===== src/rtl/muldiv_pkg.sv =====
// Shared encodings for the iterative multiply/divide sequencer.
// Op select values, FSM states and the default datapath width.
package muldiv_pkg;

  localparam int MULDIV_DATA_W = 32;

  localparam logic [1:0] OP_MULT  = 2'b00;
  localparam logic [1:0] OP_MULTU = 2'b01;
  localparam logic [1:0] OP_DIV   = 2'b10;
  localparam logic [1:0] OP_DIVU  = 2'b11;

  typedef enum logic [2:0] {
    S_IDLE,
    S_PREP,
    S_ITER,
    S_FIX,
    S_DONE
  } state_e;

endpackage


===== src/rtl/muldiv_if.sv =====
// EX-stage <-> muldiv sequencer bundle.
// MULDIV_DIVZERO_EXC_EN adds the o_div_zero flag.
interface muldiv_if #(
  parameter int DATA_W = 32,
  parameter int OP_W   = 2
);

  logic              i_start;
  logic [OP_W-1:0]   i_op;
  logic [DATA_W-1:0] i_operand_a;
  logic [DATA_W-1:0] i_operand_b;
  logic              i_flush;
  logic              o_stall_E;
  logic              o_busy;
  logic              o_done;
  logic [DATA_W-1:0] o_hi;
  logic [DATA_W-1:0] o_lo;
`ifdef MULDIV_DIVZERO_EXC_EN
  logic              o_div_zero;

  modport master (
    output i_start, i_op, i_operand_a,
    output i_operand_b, i_flush,
    input  o_stall_E, o_busy, o_done,
    input  o_hi, o_lo, o_div_zero
  );

  modport slave (
    input  i_start, i_op, i_operand_a,
    input  i_operand_b, i_flush,
    output o_stall_E, o_busy, o_done,
    output o_hi, o_lo, o_div_zero
  );
`else
  modport master (
    output i_start, i_op, i_operand_a,
    output i_operand_b, i_flush,
    input  o_stall_E, o_busy, o_done,
    input  o_hi, o_lo
  );

  modport slave (
    input  i_start, i_op, i_operand_a,
    input  i_operand_b, i_flush,
    output o_stall_E, o_busy, o_done,
    output o_hi, o_lo
  );
`endif

endinterface


===== src/rtl/muldiv_iter_core.sv =====
// One radix-2 step on the {acc, q} pair:
// shift-add multiply or restoring divide.
module muldiv_iter_core #(
  parameter int DATA_W = 32
) (
  input  logic              is_div,
  input  logic [DATA_W-1:0] acc,
  input  logic [DATA_W-1:0] q,
  input  logic [DATA_W-1:0] m,
  output logic [DATA_W-1:0] acc_n,
  output logic [DATA_W-1:0] q_n
);

  logic [DATA_W:0] sum;
  logic [DATA_W:0] sh;
  logic [DATA_W:0] mx;
  logic            ge;

  always_comb begin
    mx    = {1'b0, m};
    sum   = {1'b0, acc} + (q[0] ? mx : '0);
    sh    = {acc, q[DATA_W-1]};
    ge    = (sh >= mx);
    acc_n = '0;
    q_n   = '0;
    if (is_div) begin
      // remainder always < divisor, so the top bit drops out
      acc_n = ge ? DATA_W'(sh - mx)
                 : sh[DATA_W-1:0];
      q_n   = {q[DATA_W-2:0], ge};
    end else begin
      acc_n = sum[DATA_W:1];
      q_n   = {sum[0], q[DATA_W-1:1]};
    end
  end

endmodule


===== src/rtl/muldiv_seq.sv =====
// Iterative MULT/MULTU/DIV/DIVU sequencer owning HI/LO.
// MULDIV_DIVZERO_EXC_EN: fast divide-by-zero exit + o_div_zero.
module muldiv_seq
  import muldiv_pkg::*;
#(
  parameter int DATA_W = MULDIV_DATA_W,
  parameter int OP_W   = 2,
  parameter int CNT_W  = 6
) (
  input logic     i_clk,
  input logic     i_reset,
  muldiv_if.slave bus
);

  state_e            state;
  logic [OP_W-1:0]   op_q;
  logic [DATA_W-1:0] a_q, b_q, m_q;
  logic [DATA_W-1:0] acc_q, q_q;
  logic [DATA_W-1:0] acc_n, q_n;
  logic [DATA_W-1:0] hi_q, lo_q;
  logic [DATA_W-1:0] a_abs, b_abs;
  logic [DATA_W-1:0] quo, rem;
  logic [2*DATA_W-1:0] prod;
  logic [CNT_W-1:0]  cnt_q;
  logic neg_q, neg_r, busy_q, done_q;
  logic is_div, sa, sb, b_zero;
`ifdef MULDIV_DIVZERO_EXC_EN
  logic dz_q;
  assign bus.o_div_zero = dz_q;
`endif

  assign is_div = op_q inside {OP_DIV, OP_DIVU};
  assign sa     = (op_q inside {OP_MULT, OP_DIV})
                & a_q[DATA_W-1];
  assign sb     = (op_q inside {OP_MULT, OP_DIV})
                & b_q[DATA_W-1];
  assign a_abs  = sa ? -a_q : a_q;
  assign b_abs  = sb ? -b_q : b_q;
  assign b_zero = (b_q == '0);
  assign prod   = neg_q ? -{acc_q, q_q}
                        : {acc_q, q_q};
  assign quo    = neg_q ? -q_q : q_q;
  assign rem    = neg_r ? -acc_q : acc_q;

  muldiv_iter_core #(.DATA_W(DATA_W)) u_core (
    .is_div (is_div),
    .acc    (acc_q),
    .q      (q_q),
    .m      (m_q),
    .acc_n  (acc_n),
    .q_n    (q_n)
  );

  assign bus.o_stall_E = busy_q
    | (state == S_IDLE && bus.i_start && !bus.i_flush);
  assign bus.o_busy = busy_q;
  assign bus.o_done = done_q;
  assign bus.o_hi   = hi_q;
  assign bus.o_lo   = lo_q;

  always_ff @(posedge i_clk) begin
    if (i_reset) begin
      state  <= S_IDLE;
      op_q   <= '0;
      a_q    <= '0;
      b_q    <= '0;
      m_q    <= '0;
      acc_q  <= '0;
      q_q    <= '0;
      cnt_q  <= '0;
      neg_q  <= 1'b0;
      neg_r  <= 1'b0;
      busy_q <= 1'b0;
      done_q <= 1'b0;
      hi_q   <= '0;
      lo_q   <= '0;
`ifdef MULDIV_DIVZERO_EXC_EN
      dz_q   <= 1'b0;
`endif
    end else begin
      done_q <= 1'b0;
`ifdef MULDIV_DIVZERO_EXC_EN
      dz_q   <= 1'b0;
`endif
      if (busy_q && bus.i_flush) begin
        state  <= S_IDLE;
        busy_q <= 1'b0;
      end else begin
        unique case (state)
          S_IDLE: begin
            if (bus.i_start && !bus.i_flush) begin
              op_q   <= bus.i_op;
              a_q    <= bus.i_operand_a;
              b_q    <= bus.i_operand_b;
              busy_q <= 1'b1;
              state  <= S_PREP;
            end
          end
          S_PREP: begin
`ifdef MULDIV_DIVZERO_EXC_EN
            if (is_div && b_zero) begin
              busy_q <= 1'b0;
              done_q <= 1'b0 | 1'b1;
              dz_q   <= 1'b1;
              state  <= S_DONE;
            end else begin
`else
            begin
`endif
              acc_q <= '0;
              q_q   <= is_div ? a_abs : b_abs;
              m_q   <= is_div ? b_abs : a_abs;
              // x/0 keeps an all-ones quotient
              neg_q <= (sa ^ sb) & ~(is_div & b_zero);
              neg_r <= sa;
              cnt_q <= CNT_W'(DATA_W);
              state <= S_ITER;
            end
          end
          S_ITER: begin
            acc_q <= acc_n;
            q_q   <= q_n;
            cnt_q <= cnt_q - CNT_W'(1);
            if (cnt_q == CNT_W'(1)) state <= S_FIX;
          end
          S_FIX: begin
            if (is_div) begin
              hi_q <= rem;
              lo_q <= quo;
            end else begin
              {hi_q, lo_q} <= prod;
            end
            busy_q <= 1'b0;
            done_q <= 1'b1;
            state  <= S_DONE;
          end
          S_DONE:  state <= S_IDLE;
          default: state <= S_IDLE;
        endcase
      end
    end
  end

endmodule


===== src/flat_wrapper.sv =====
// flat-port wrapper written by rule: the top's interface ports become plain ports
module muldiv_seq_flat import muldiv_pkg::*;
#(
  parameter int DATA_W = MULDIV_DATA_W,
  parameter int OP_W   = 2,
  parameter int CNT_W  = 6
)
  (i_clk, i_reset, bus_i_start, bus_i_op, bus_i_operand_a, bus_i_operand_b, bus_i_flush, bus_o_stall_E, bus_o_busy, bus_o_done, bus_o_hi, bus_o_lo);
  muldiv_if #(.DATA_W(DATA_W), .OP_W(OP_W)) bus_i ();
  input logic i_clk;
  input logic i_reset;
  input wire logic [$bits(bus_i.i_start)-1:0] bus_i_start;
  input wire logic [$bits(bus_i.i_op)-1:0] bus_i_op;
  input wire logic [$bits(bus_i.i_operand_a)-1:0] bus_i_operand_a;
  input wire logic [$bits(bus_i.i_operand_b)-1:0] bus_i_operand_b;
  input wire logic [$bits(bus_i.i_flush)-1:0] bus_i_flush;
  output wire logic [$bits(bus_i.o_stall_E)-1:0] bus_o_stall_E;
  output wire logic [$bits(bus_i.o_busy)-1:0] bus_o_busy;
  output wire logic [$bits(bus_i.o_done)-1:0] bus_o_done;
  output wire logic [$bits(bus_i.o_hi)-1:0] bus_o_hi;
  output wire logic [$bits(bus_i.o_lo)-1:0] bus_o_lo;
  assign bus_i.i_start = bus_i_start;
  assign bus_i.i_op = bus_i_op;
  assign bus_i.i_operand_a = bus_i_operand_a;
  assign bus_i.i_operand_b = bus_i_operand_b;
  assign bus_i.i_flush = bus_i_flush;
  assign bus_o_stall_E = bus_i.o_stall_E;
  assign bus_o_busy = bus_i.o_busy;
  assign bus_o_done = bus_i.o_done;
  assign bus_o_hi = bus_i.o_hi;
  assign bus_o_lo = bus_i.o_lo;
  muldiv_seq #(.DATA_W(DATA_W), .OP_W(OP_W), .CNT_W(CNT_W)) u_core (.i_clk(i_clk), .i_reset(i_reset), .bus(bus_i));
endmodule

===== config.mk =====
export PLATFORM = sky130hd
export DESIGN_NAME = muldiv_seq_flat
export DESIGN_NICKNAME = d
export VERILOG_FILES = /design/src/rtl/muldiv_pkg.sv /design/src/rtl/muldiv_if.sv /design/src/rtl/muldiv_iter_core.sv /design/src/rtl/muldiv_seq.sv /design/src/flat_wrapper.sv
export SDC_FILE = /design/constraint.sdc
export NUM_CORES = 1
export LEC_CHECK = 0
export BUFFER_PORTS_ARGS = -buffer_cell sky130_fd_sc_hd__buf_2
export CORE_ASPECT_RATIO = 0.7
export CORE_UTILIZATION = 40
export CTS_BUF_LIST = sky130_fd_sc_hd__clkbuf_8
export DETAILED_ROUTE_END_ITERATION = 7
export PLACE_DENSITY = 0.57
export SLEW_MARGIN = 5
export SYNTH_ARGS = -nofsm -noshare
export SYNTH_HDL_FRONTEND = slang
export SYNTH_HIERARCHICAL = 1
export SYNTH_SLANG_ARGS = --single-unit

===== constraint.sdc =====
create_clock -name i_clk -period 4.4 [get_ports i_clk]
set_input_delay 0.44 -clock i_clk [delete_from_list [all_inputs] [get_ports i_clk]]
set_output_delay 0.44 -clock i_clk [all_outputs]
set_load 0.01 [all_outputs]

# Word-level counts from Yosys, hierarchy flattened
# Index checks and enable logic that the tools add are counted.
dict set report totals {
  regBits 239
  input_bits 70
  out_inout_bits 67
  elab_cells 80
}
dict set report op_classes {
  n_addsub 8
  n_lt_le_gt_ge 1
  eq_ne 8
  muxes 22
  n_bitwise 8
  reduce_logical 19
}
# cell n
set ops {}
lappend ops {{$mux W32} 12}
lappend ops {{$neg A32 Y32} 4}
lappend ops {{$pmux W32 S2} 2}
lappend ops {{$mux W64} 1}
lappend ops {{$neg A64 Y64} 1}
lappend ops {{$add A32 B32 Y33} 1}
lappend ops {{$ge A33 B32 Y1} 1}
lappend ops {{$logic_not A32 Y1} 1}
lappend ops {{$sub A32 B32 Y32} 1}
lappend ops {{$pmux W3 S4} 1}
lappend ops {{$pmux W6 S2} 1}
lappend ops {{$reduce_and A2 Y1} 5}
lappend ops {{$reduce_bool A2 Y1} 4}
lappend ops {{$eq A3 B2 Y1 const B} 2}
lappend ops {{$eq A6 B1 Y1 const B} 1}
lappend ops {{$mux W3} 2}
lappend ops {{$sub A6 B1 Y6 const B} 1}
lappend ops {{$and A1 B1 Y1} 4}
lappend ops {{$eq A2 B2 Y1 const B} 2}
lappend ops {{$logic_and A1 B1 Y1} 4}
lappend ops {{$eq A3 B1 Y1 const B} 1}
lappend ops {{$logic_not A3 Y1} 1}
lappend ops {{$reduce_and A3 Y1} 1}
lappend ops {{$logic_not A2 Y1} 1}
lappend ops {{other kinds (9)} 11}

# Longest topological paths before layout
# Gate-level depths: netlist (run 1).
dict set report depth {
  depth_word 6
  depth_mapped 16
  ltp_nobuf 15
}

# By module
# Netlist (run 1), hierarchy kept.
# mod instances cells_per_inst area_each_um2 seq_area_each_um2
set by_module_without_submodules {}
lappend by_module_without_submodules {muldiv_seq 1 1587 12504.5 4784.6}
lappend by_module_without_submodules {muldiv_iter_core 1 701 4728.3 0.0}

# Worst setup path before layout (run 1)
# No wires, ideal clock.
dict set report synth_path {
  path_type {reg-to-reg}
  start {reg u_core.q_q[0]}
  end {reg u_core.acc_q[29]}
  setup_time_ps 128
  arrival_ps 2957
  required_ps 4272
  path_slack_ps 1315
  path_stages_with_launch 16
  n_path_buf 1
  period_less_slack_ps 3085
  cell_sequence {dfxtp_1 clkbuf_1 and2_1 ha_1 fa_1 a21oi_1 o211ai_1 a31oi_1 nor3_1 o211ai_1 nor3_1 a211oi_1 xor2_1 mux2i_1 a22oi_1 nor2_1}
}
dict set report synth_via {
  elab_chain_cells 4
}
# element line
set synth_rtl {}
lappend synth_rtl {{start, declared} muldiv_seq.sv:18} ;# logic [DATA_W-1:0] acc_q, q_q;
lappend synth_rtl {{start signal, assigned} muldiv_seq.sv:111} ;# q_q <= is_div ? a_abs : b_abs;
lappend synth_rtl {{start signal, assigned} muldiv_seq.sv:122} ;# q_q <= q_n;
lappend synth_rtl {{$mux W32} muldiv_iter_core.sv:21} ;# sum = {1'b0, acc} + (q[0] ? mx : '0);
lappend synth_rtl {{$add A32 B32 Y33} muldiv_iter_core.sv:21}
lappend synth_rtl {{$mux W32} muldiv_iter_core.sv:26} ;# if (is_div) begin
lappend synth_rtl {{named net u_core.acc_n[29]} muldiv_seq.sv:19} ;# logic [DATA_W-1:0] acc_n, q_n;
lappend synth_rtl {{$pmux W32 S2} muldiv_seq.sv:89} ;# unique case (state)
lappend synth_rtl {{end signal, assigned} muldiv_seq.sv:121} ;# acc_q <= acc_n;
lappend synth_rtl {{end, declared} muldiv_seq.sv:18}
# The timed path passes the listed nets, and every way through them passes these cells.
# A chain may end at the register's enable or synchronous reset.

# Final worst setup path (run 1)
# Same ends and word-level chain as after synthesis.

==> qor.log, run 1 <==
qor: outcome.outcome finished clean
qor: logic_synthesis.ys_warn_count 6
qor: cts.ctsHtreeMaxLevel 2
qor: detailed_routing.initialDrtViolationCount 1862
qor: timing.setup-violations-final 0
qor: cts.cts_hold_repair.buffers 0
qor: power_and_ir_drop.power-per-cell-area 322 nW/um^2
qor: floorplan.design.die.area 43900 sq um
qor: global_route.grt_antenna_before_repair 1
qor: cts.worst_skew_pair.late_latency 0.59 ns
qor: logic_synthesis.yosys.area_share.adder 5.31%
qor: floorplan.core-area 42400 sq um
qor: logic_synthesis.syn-num-nets 2430
qor: detailed_routing.routed_wirelength 64.0 mm
qor: layout.regArea 4790 sq um
qor: global_route.groute.layer.met2.usage 39.3%
qor: logic_synthesis.synthMuxAreaShare 3.54%
qor: cts.tritoncts.num_buffers 42
qor: logic_synthesis.synth_edf_count 0
qor: global_route.grt_pass1_wl 96.9 mm
qor: setup_path.cp_top_family compound AO/OA/AOI/OAI gates
qor: worst_hold_path.hold_class in -> reg
qor: setup_path.worst-path-buf-inv 1
qor: logic_synthesis.dominant_combinational_cell_family_by_area_after_synthesis compound AO/OA/AOI/OAI gates
qor: floorplan.placement_rows 63
qor: placement.place_worst_setup_slack 0.643 ns
qor: detailed_routing.wl_per_cell 21.9 um
qor: timing.slew_headroom 18.2%
qor: layout.mostFrequentLayoutCell sky130_fd_sc_hd__nand2_1
qor: cts.cts_repair_resize_count 0
qor: timing.timing.setup.tns 0 ns
qor: placement.finalWeightedCongestion 0.971
qor: timing.final.setup.worst_slack 0.452 ns
qor: global_route.globalRouteTotalUtil 28.2%
qor: timing.slew_at_the_pin_closest_to_its_max_slew_limit 1.22 ns
qor: timing.grt_setup_unrepaired false
qor: logic_synthesis.synth.yosys.seq_area_share 27.8%
qor: detailed_routing.post-route-drc-count 0
qor: setup_path.crit_path_top_delay_cell sky130_fd_sc_hd__o211ai_1
qor: setup_path.worst_path_largest_cell_delay 0.53 ns
qor: setup_path.critPathCaptureType flip-flop
qor: logic_synthesis.post_synth_xor_xnor_area 7.73%
qor: logic_synthesis.post_synth_num_cell_types 83
qor: layout.area_delta_synth_final 11.4%
qor: timing.maxClockFrequency 253 MHz
qor: timing.period_share 89.7%
qor: setup_path.criticalPathCategory reg -> reg
qor: timing.fin_skew 0.0242 ns
qor: detailed_routing.drt_pass1_iterations 6
qor: placement.portBuffers 136
qor: global_route.grt_pass1_vias 15894
qor: power_and_ir_drop.irDropWorstVdd 192 uV
qor: placement.hpwl 49.0 mm
qor: layout.final_cell_mix 301 x sky130_fd_sc_hd__nand2_1, 238 x sky130_fd_sc_hd__dfxtp_1, 203 x sky130_fd_sc_hd__nor2_1, 186 x sky130_fd_sc_hd__a21oi_1, 135 x sky130_fd_sc_hd__buf_2
qor: global_route.grt_max_degree 92
qor: power_and_ir_drop.total_leakage_power 0.00785 uW
qor: layout.total_nets_final 2489
qor: cts.cts_tree done
qor: floorplan.die-width 250 um
qor: floorplan.die_h 176 um
qor: logic_synthesis.synth-seq-cells 239
qor: setup_path.timing.critical_path.from_type flip-flop
qor: logic_synthesis.asyncSetResetFlopFracSynth 0%
qor: floorplan.boundaryPins 137
qor: logic_synthesis.synth-compound-area-share 25.6%
qor: global_route.grt.overflow.total 0
qor: detailed_routing.drt-vias-per-instance 6.04
qor: logic_synthesis.synth-main-ff-cell sky130_fd_sc_hd__dfxtp_1
qor: layout.post_route_cells_drive_above_1_share 13.3%
qor: logic_synthesis.mappedNetlistArea 17200 sq um
qor: detailed_routing.ant_nets 0
qor: logic_synthesis.synth-simple-area-share 24.7%
qor: cts.clk_transition_reported_paths 0.07 ns
qor: cts.ctsLongestPathBuffers 3
qor: logic_synthesis.syn_inst 2288
qor: cts.clkSinkCount 239
qor: global_route.grt_busiest_layer met1
qor: logic_synthesis.synth.avg_cell_area 7.53 sq um
qor: flow_run.cap_violations 0
qor: setup_path.critical_path.max_fanout 30
qor: setup_path.crit_required 4.84 ns
qor: global_route.grtUsageMet3 6.19%
qor: timing.maxSlewViolCount 0
qor: cts.clock-root-buffer sky130_fd_sc_hd__clkbuf_8
qor: layout.fillCellCount 4377
qor: floorplan.initial_core_util 40.6%
qor: setup_path.arrival 4.38 ns
qor: timing.finalCriticalPeriod 3.95 ns
qor: cts.cts_setup_buffers 0
qor: global_route.grtUsageMet1 43.6%
qor: detailed_routing.route.vias.total 17709
qor: timing.final-hold-violation-count 0
qor: setup_path.worstPathCellList buf_4, and2_1, ha_1, a21oi_1, o211ai_1, a31oi_1, nor3_1, o211ai_1, nor3_1, a211oi_1, xor2_1, mux2i_1, a22oi_1, nor2_1
qor: layout.multi_input_area 11600 sq um
layer usage:
layer | up-vias | share of wire, %
met5 | - | 0.023
met4 | 2 | 1.5
met3 | 80 | 9.6
met2 | 770 | 39
met1 | 8402 | 49
li1 | 8455 | -
tightest hold or removal path: stages:
cell and delay (ns):
sky130_fd_sc_hd__buf_2 0.09, sky130_fd_sc_hd__nand2_1 0.04, sky130_fd_sc_hd__a21oi_1 0.05
synthesized netlist by cell type (27+ instances only):
cell	instances	area (sq um)
sky130_fd_sc_hd__a211oi_1	63	473
sky130_fd_sc_hd__a21o_1	33	248
sky130_fd_sc_hd__a21oi_1	187	936
sky130_fd_sc_hd__a22o_1	31	272
sky130_fd_sc_hd__a31oi_1	52	325
sky130_fd_sc_hd__and2_1	41	257
sky130_fd_sc_hd__clkbuf_1	125	469
sky130_fd_sc_hd__dfxtp_1	239	4780
sky130_fd_sc_hd__ha_1	70	876
sky130_fd_sc_hd__inv_1	65	244
sky130_fd_sc_hd__mux2_2	35	394
sky130_fd_sc_hd__nand2_1	302	1130
sky130_fd_sc_hd__nand3_1	29	145
sky130_fd_sc_hd__nand4_1	27	169
sky130_fd_sc_hd__nor2_1	205	769
sky130_fd_sc_hd__nor3_1	78	390
sky130_fd_sc_hd__nor4_1	33	206
sky130_fd_sc_hd__o211ai_1	29	218
sky130_fd_sc_hd__o21ai_0	82	410
sky130_fd_sc_hd__or3_1	31	194
sky130_fd_sc_hd__or4_1	30	225
sky130_fd_sc_hd__xnor2_1	81	709
sky130_fd_sc_hd__xor2_1	71	622
sequential cells by signal, summed over array words and instances, names as in the netlist:
name and count:
u_core/q_q 32, u_core/bus.o_done 1, u_core/neg_r 1, u_core/neg_q 1
u_core/bus.o_hi 32, u_core/m_q 32, u_core/bus.o_busy 1, u_core/cnt_q 6
u_core/a_q 32, u_core/b_q 32, u_core/bus.o_lo 32, u_core/state 3
u_core/acc_q 32, u_core/op_q 2
final timing paths:
kind,from,endpoint,slack (ns),depth (start not counted)
max,u_core/q_q[0]$_SDFFE_PP0P_,u_core/acc_q[29]$_SDFFE_PP0P_,0.45,14
min,bus_i_operand_b[14],u_core/b_q[14]$_SDFFE_PP0P_,0.08,3
min reg2reg,u_core/bus.o_lo[0]$_SDFFE_PP0P_,u_core/bus.o_lo[0]$_SDFFE_PP0P_,0.46,2
max reg2reg,u_core/q_q[0]$_SDFFE_PP0P_,u_core/acc_q[29]$_SDFFE_PP0P_,0.45,14
cells by family after synthesis:
group | Yosys count
AO/OA/AOI/OAI | 665
XOR/XNOR | 152
adder cells (fa/ha/maj) | 72
buffers and inverters | 228
flip-flops | 239
multiplexers | 56
AND/OR/NAND/NOR | 876
final cells by class:
class                      instances  share of cell area (%)
sequential                       239                    24.9
clock inverter                    24                    1.10
inverter                          67                    1.31
clock buffer                      50                    3.59
timing repair buffer             176                    5.21
antenna                            1                  0.0130
tap                              552                    3.60
multi-input combinational       1821                    60.2
power breakdown:
part,switching [uW],internal (uW)
registers,144,2240
logic,1020,538
clock network,1010,1220
total,2180,4010
metrics by stage:
stage / std cells / total power, uW / area (sq um) / hold WS (ns) / utilization [%]
floorplan: 2288 / 3480 / 17200 / 0.439 / -
global placement: 2855 / 3930 / 18300 / 0.443 / 43.1
detailed placement: 2855 / 3940 / 18300 / 0.460 / 43.1
CTS: 2929 / 6190 / 19200 / 0.0554 / 45.3
global route: 2929 / 6450 / 19200 / 0.0660 / 45.3
finish: 2930 / 6180 / 19200 / 0.0844 / 45.3
(Power assumes the default switching activity.)
==> inputs of run 2 (changes only) <==
Settings changed: GPL_TIMING_DRIVEN from default to 0.
==> run 2 against run 1 <==
Net effect:
- critical path depth up 1
- utilization up 0.48 points
- final area up 1.1%
- sequential share of layout area down 0.28 points
- total power down 1.0%
- sequential cell count unchanged
- via count up 5.9%
- sequential power about the same
- highest routed layer unchanged
- cell count up 4.0%
- wire length up 15%
- critical path type unchanged
==> qor.log, run 2 (synthesized netlist as in run 1, its figures left out) <==
qor: outcome.outcome finished clean
qor: flow_run.cap_violations 0
qor: layout.regArea 4790 sq um
qor: timing.fin_skew 0.0291 ns
qor: detailed_routing.routed_wirelength 73.7 mm
qor: timing.maxSlewViolCount 0
qor: setup_path.critPathCaptureType flip-flop
qor: detailed_routing.drt-vias-per-instance 6.15
qor: layout.total_nets_final 2609
qor: cts.tritoncts.num_buffers 41
qor: detailed_routing.wl_per_cell 24.2 um
qor: placement.finalWeightedCongestion 0.996
qor: setup_path.timing.critical_path.from_type flip-flop
qor: layout.fillCellCount 4385
qor: detailed_routing.drt_pass1_iterations 6
qor: layout.instances_no_fill 3048
qor: power_and_ir_drop.irDropWorstVdd 191 uV
qor: setup_path.critical_path.max_fanout 10
qor: global_route.globalRouteTotalUtil 32.5%
qor: power_and_ir_drop.power.share.combinational 27.8%
qor: detailed_routing.ant_nets 0
qor: timing.period_share 96.0%
qor: floorplan.die-width 250 um
qor: detailed_routing.post-route-drc-count 0
qor: timing.slew_at_the_pin_closest_to_its_max_slew_limit 1.27 ns
qor: cts.worst_skew_pair.late_latency 0.60 ns
qor: setup_path.arrival 4.67 ns
qor: global_route.grt_pass1_vias 16810
qor: global_route.grt.overflow.total 0
qor: detailed_routing.route.vias.total 18746
qor: global_route.grt_pass1_wl 108 mm
qor: placement.placed_cell_area 18600 sq um
qor: layout.antenna-diode-count 0
qor: timing.setup-violations-final 0
qor: cts.ctsLongestPathBuffers 3
qor: floorplan.design.die.area 43900 sq um
qor: timing.grt_setup_unrepaired true
qor: power_and_ir_drop.total_leakage_power 0.00785 uW
qor: layout.area_delta_synth_final 12.6%
qor: power_and_ir_drop.switching_share 37.2%
qor: cts.cts_repair_resize_count 0
qor: power_and_ir_drop.power.sequential.fraction 39.0%
qor: layout.post_route_cells_drive_above_1_share 11.2%
qor: layout.multi_input_area 11500 sq um
qor: timing.maxClockFrequency 237 MHz
qor: power_and_ir_drop.cell_internal_pwr 3840 uW
qor: floorplan.initial_core_util 40.6%
qor: cts.clkSinkCount 239
qor: floorplan.core-area 42400 sq um
qor: placement.hpwl 58.1 mm
qor: cts.cts_tree done
qor: placement.placedCellCount 2976
qor: power_and_ir_drop.clock_power_share 33.3%
qor: global_route.grt_antenna_before_repair 6
qor: floorplan.die_h 176 um
qor: setup_path.crit_required 4.85 ns
qor: placement.portBuffers 136
qor: floorplan.boundaryPins 137
qor: layout.mostFrequentLayoutCell sky130_fd_sc_hd__nand2_1
qor: cts.cts_hold_repair.buffers 0
qor: setup_path.ff2ff_setup_slack 0.18 ns
qor: timing.finalCriticalPeriod 4.22 ns
qor: timing.final_hold_slack 0.0847 ns
qor: cts.clk_transition_reported_paths 0.06 ns
qor: timing.final-hold-violation-count 0
qor: layout.final_cell_mix 302 x sky130_fd_sc_hd__nand2_1, 238 x sky130_fd_sc_hd__dfxtp_1, 205 x sky130_fd_sc_hd__nor2_1, 187 x sky130_fd_sc_hd__a21oi_1, 146 x sky130_fd_sc_hd__buf_2
qor: worst_hold_path.hold_class in -> reg
qor: cts.clock-root-buffer sky130_fd_sc_hd__clkbuf_8
qor: timing.slew_headroom 14.2%
qor: setup_path.criticalPathCategory reg -> reg
qor: power_and_ir_drop.netSwitchingPower 2270 uW
qor: power_and_ir_drop.power-per-cell-area 315 nW/um^2
qor: floorplan.placement_rows 63
qor: cts.cts_setup_buffers 0
qor: layout.finalInstanceArea 19400 sq um
qor: global_route.grt_max_degree 12
qor: detailed_routing.initialDrtViolationCount 2063
qor: cts.ctsHtreeMaxLevel 2
[run 2: cell type report]
type | instances | area share (%)
multi-input cells | 1821 | 59.4
inverters | 67 | 1.30
well taps | 552 | 3.56
repair buffers | 136 | 3.51
clock inverters | 22 | 0.535
plain buffers | 161 | 3.44
flip-flops and latches | 239 | 24.7
clock buffers | 50 | 3.55
[run 2: routing by layer]
| metal | vias up | global-route usage [%] | share of wire [%] |
|---|---|---|---|
| li1 | 8670 | - | - |
| met1 | 8971 | 50.6 | 49 |
| met2 | 966 | 44.8 | 39 |
| met3 | 129 | 6.65 | 10 |
| met4 | 10 | 7.16 | 2.0 |
| met5 | - | 0 | 0.077 |
[run 2: through the flow]
step	util, %	setup slack (ns)	total power [uW]	TNS, ns
final	45.7	0.177	6120	0
after global routing	45.7	-0.0487	6360	-0.0487
after CTS	45.7	0.113	6090	0
after detailed placement	43.9	0.153	4070	0
after global placement	43.9	0.126	4060	0
after floorplan	-	1.32	3480	0
[run 2: final timing paths]
kind	start	end	cells past startpoint
max	u_core/q_q[0]$_SDFFE_PP0P_	u_core/acc_q[29]$_SDFFE_PP0P_	15
min	bus_i_operand_a[23]	u_core/a_q[23]$_SDFFE_PP0P_	3
min reg2reg	u_core/bus.o_hi[25]$_SDFFE_PP0P_	u_core/bus.o_hi[25]$_SDFFE_PP0P_	2
max reg2reg	u_core/q_q[0]$_SDFFE_PP0P_	u_core/acc_q[29]$_SDFFE_PP0P_	15
[run 2: critical path: stages, from the launching register on]
cell and delay [ns]:
sky130_fd_sc_hd__dfxtp_2 0.45, sky130_fd_sc_hd__clkbuf_1 0.32, sky130_fd_sc_hd__and2_1 0.23, sky130_fd_sc_hd__ha_1 0.22, sky130_fd_sc_hd__fa_1 0.41, sky130_fd_sc_hd__a21oi_1 0.28, sky130_fd_sc_hd__o211ai_1 0.19, sky130_fd_sc_hd__a31oi_1 0.34
sky130_fd_sc_hd__nor3_1 0.18, sky130_fd_sc_hd__o211ai_1 0.55, sky130_fd_sc_hd__nor3_1 0.10, sky130_fd_sc_hd__a211oi_1 0.28, sky130_fd_sc_hd__xor2_1 0.17, sky130_fd_sc_hd__mux2i_1 0.09, sky130_fd_sc_hd__a22oi_1 0.20, sky130_fd_sc_hd__nor2_1 0.06
[run 2: power by group through the flow]
stage	registers [uW]	clock network (uW)	logic (uW)
4_1_cts	2380	2060	1650
2_1_floorplan	2370	0	1110
5_1_grt	2390	2160	1810
3_5_place_dp	2420	0	1640
6_report	2380	2030	1700
3_3_place_gp	2420	0	1640
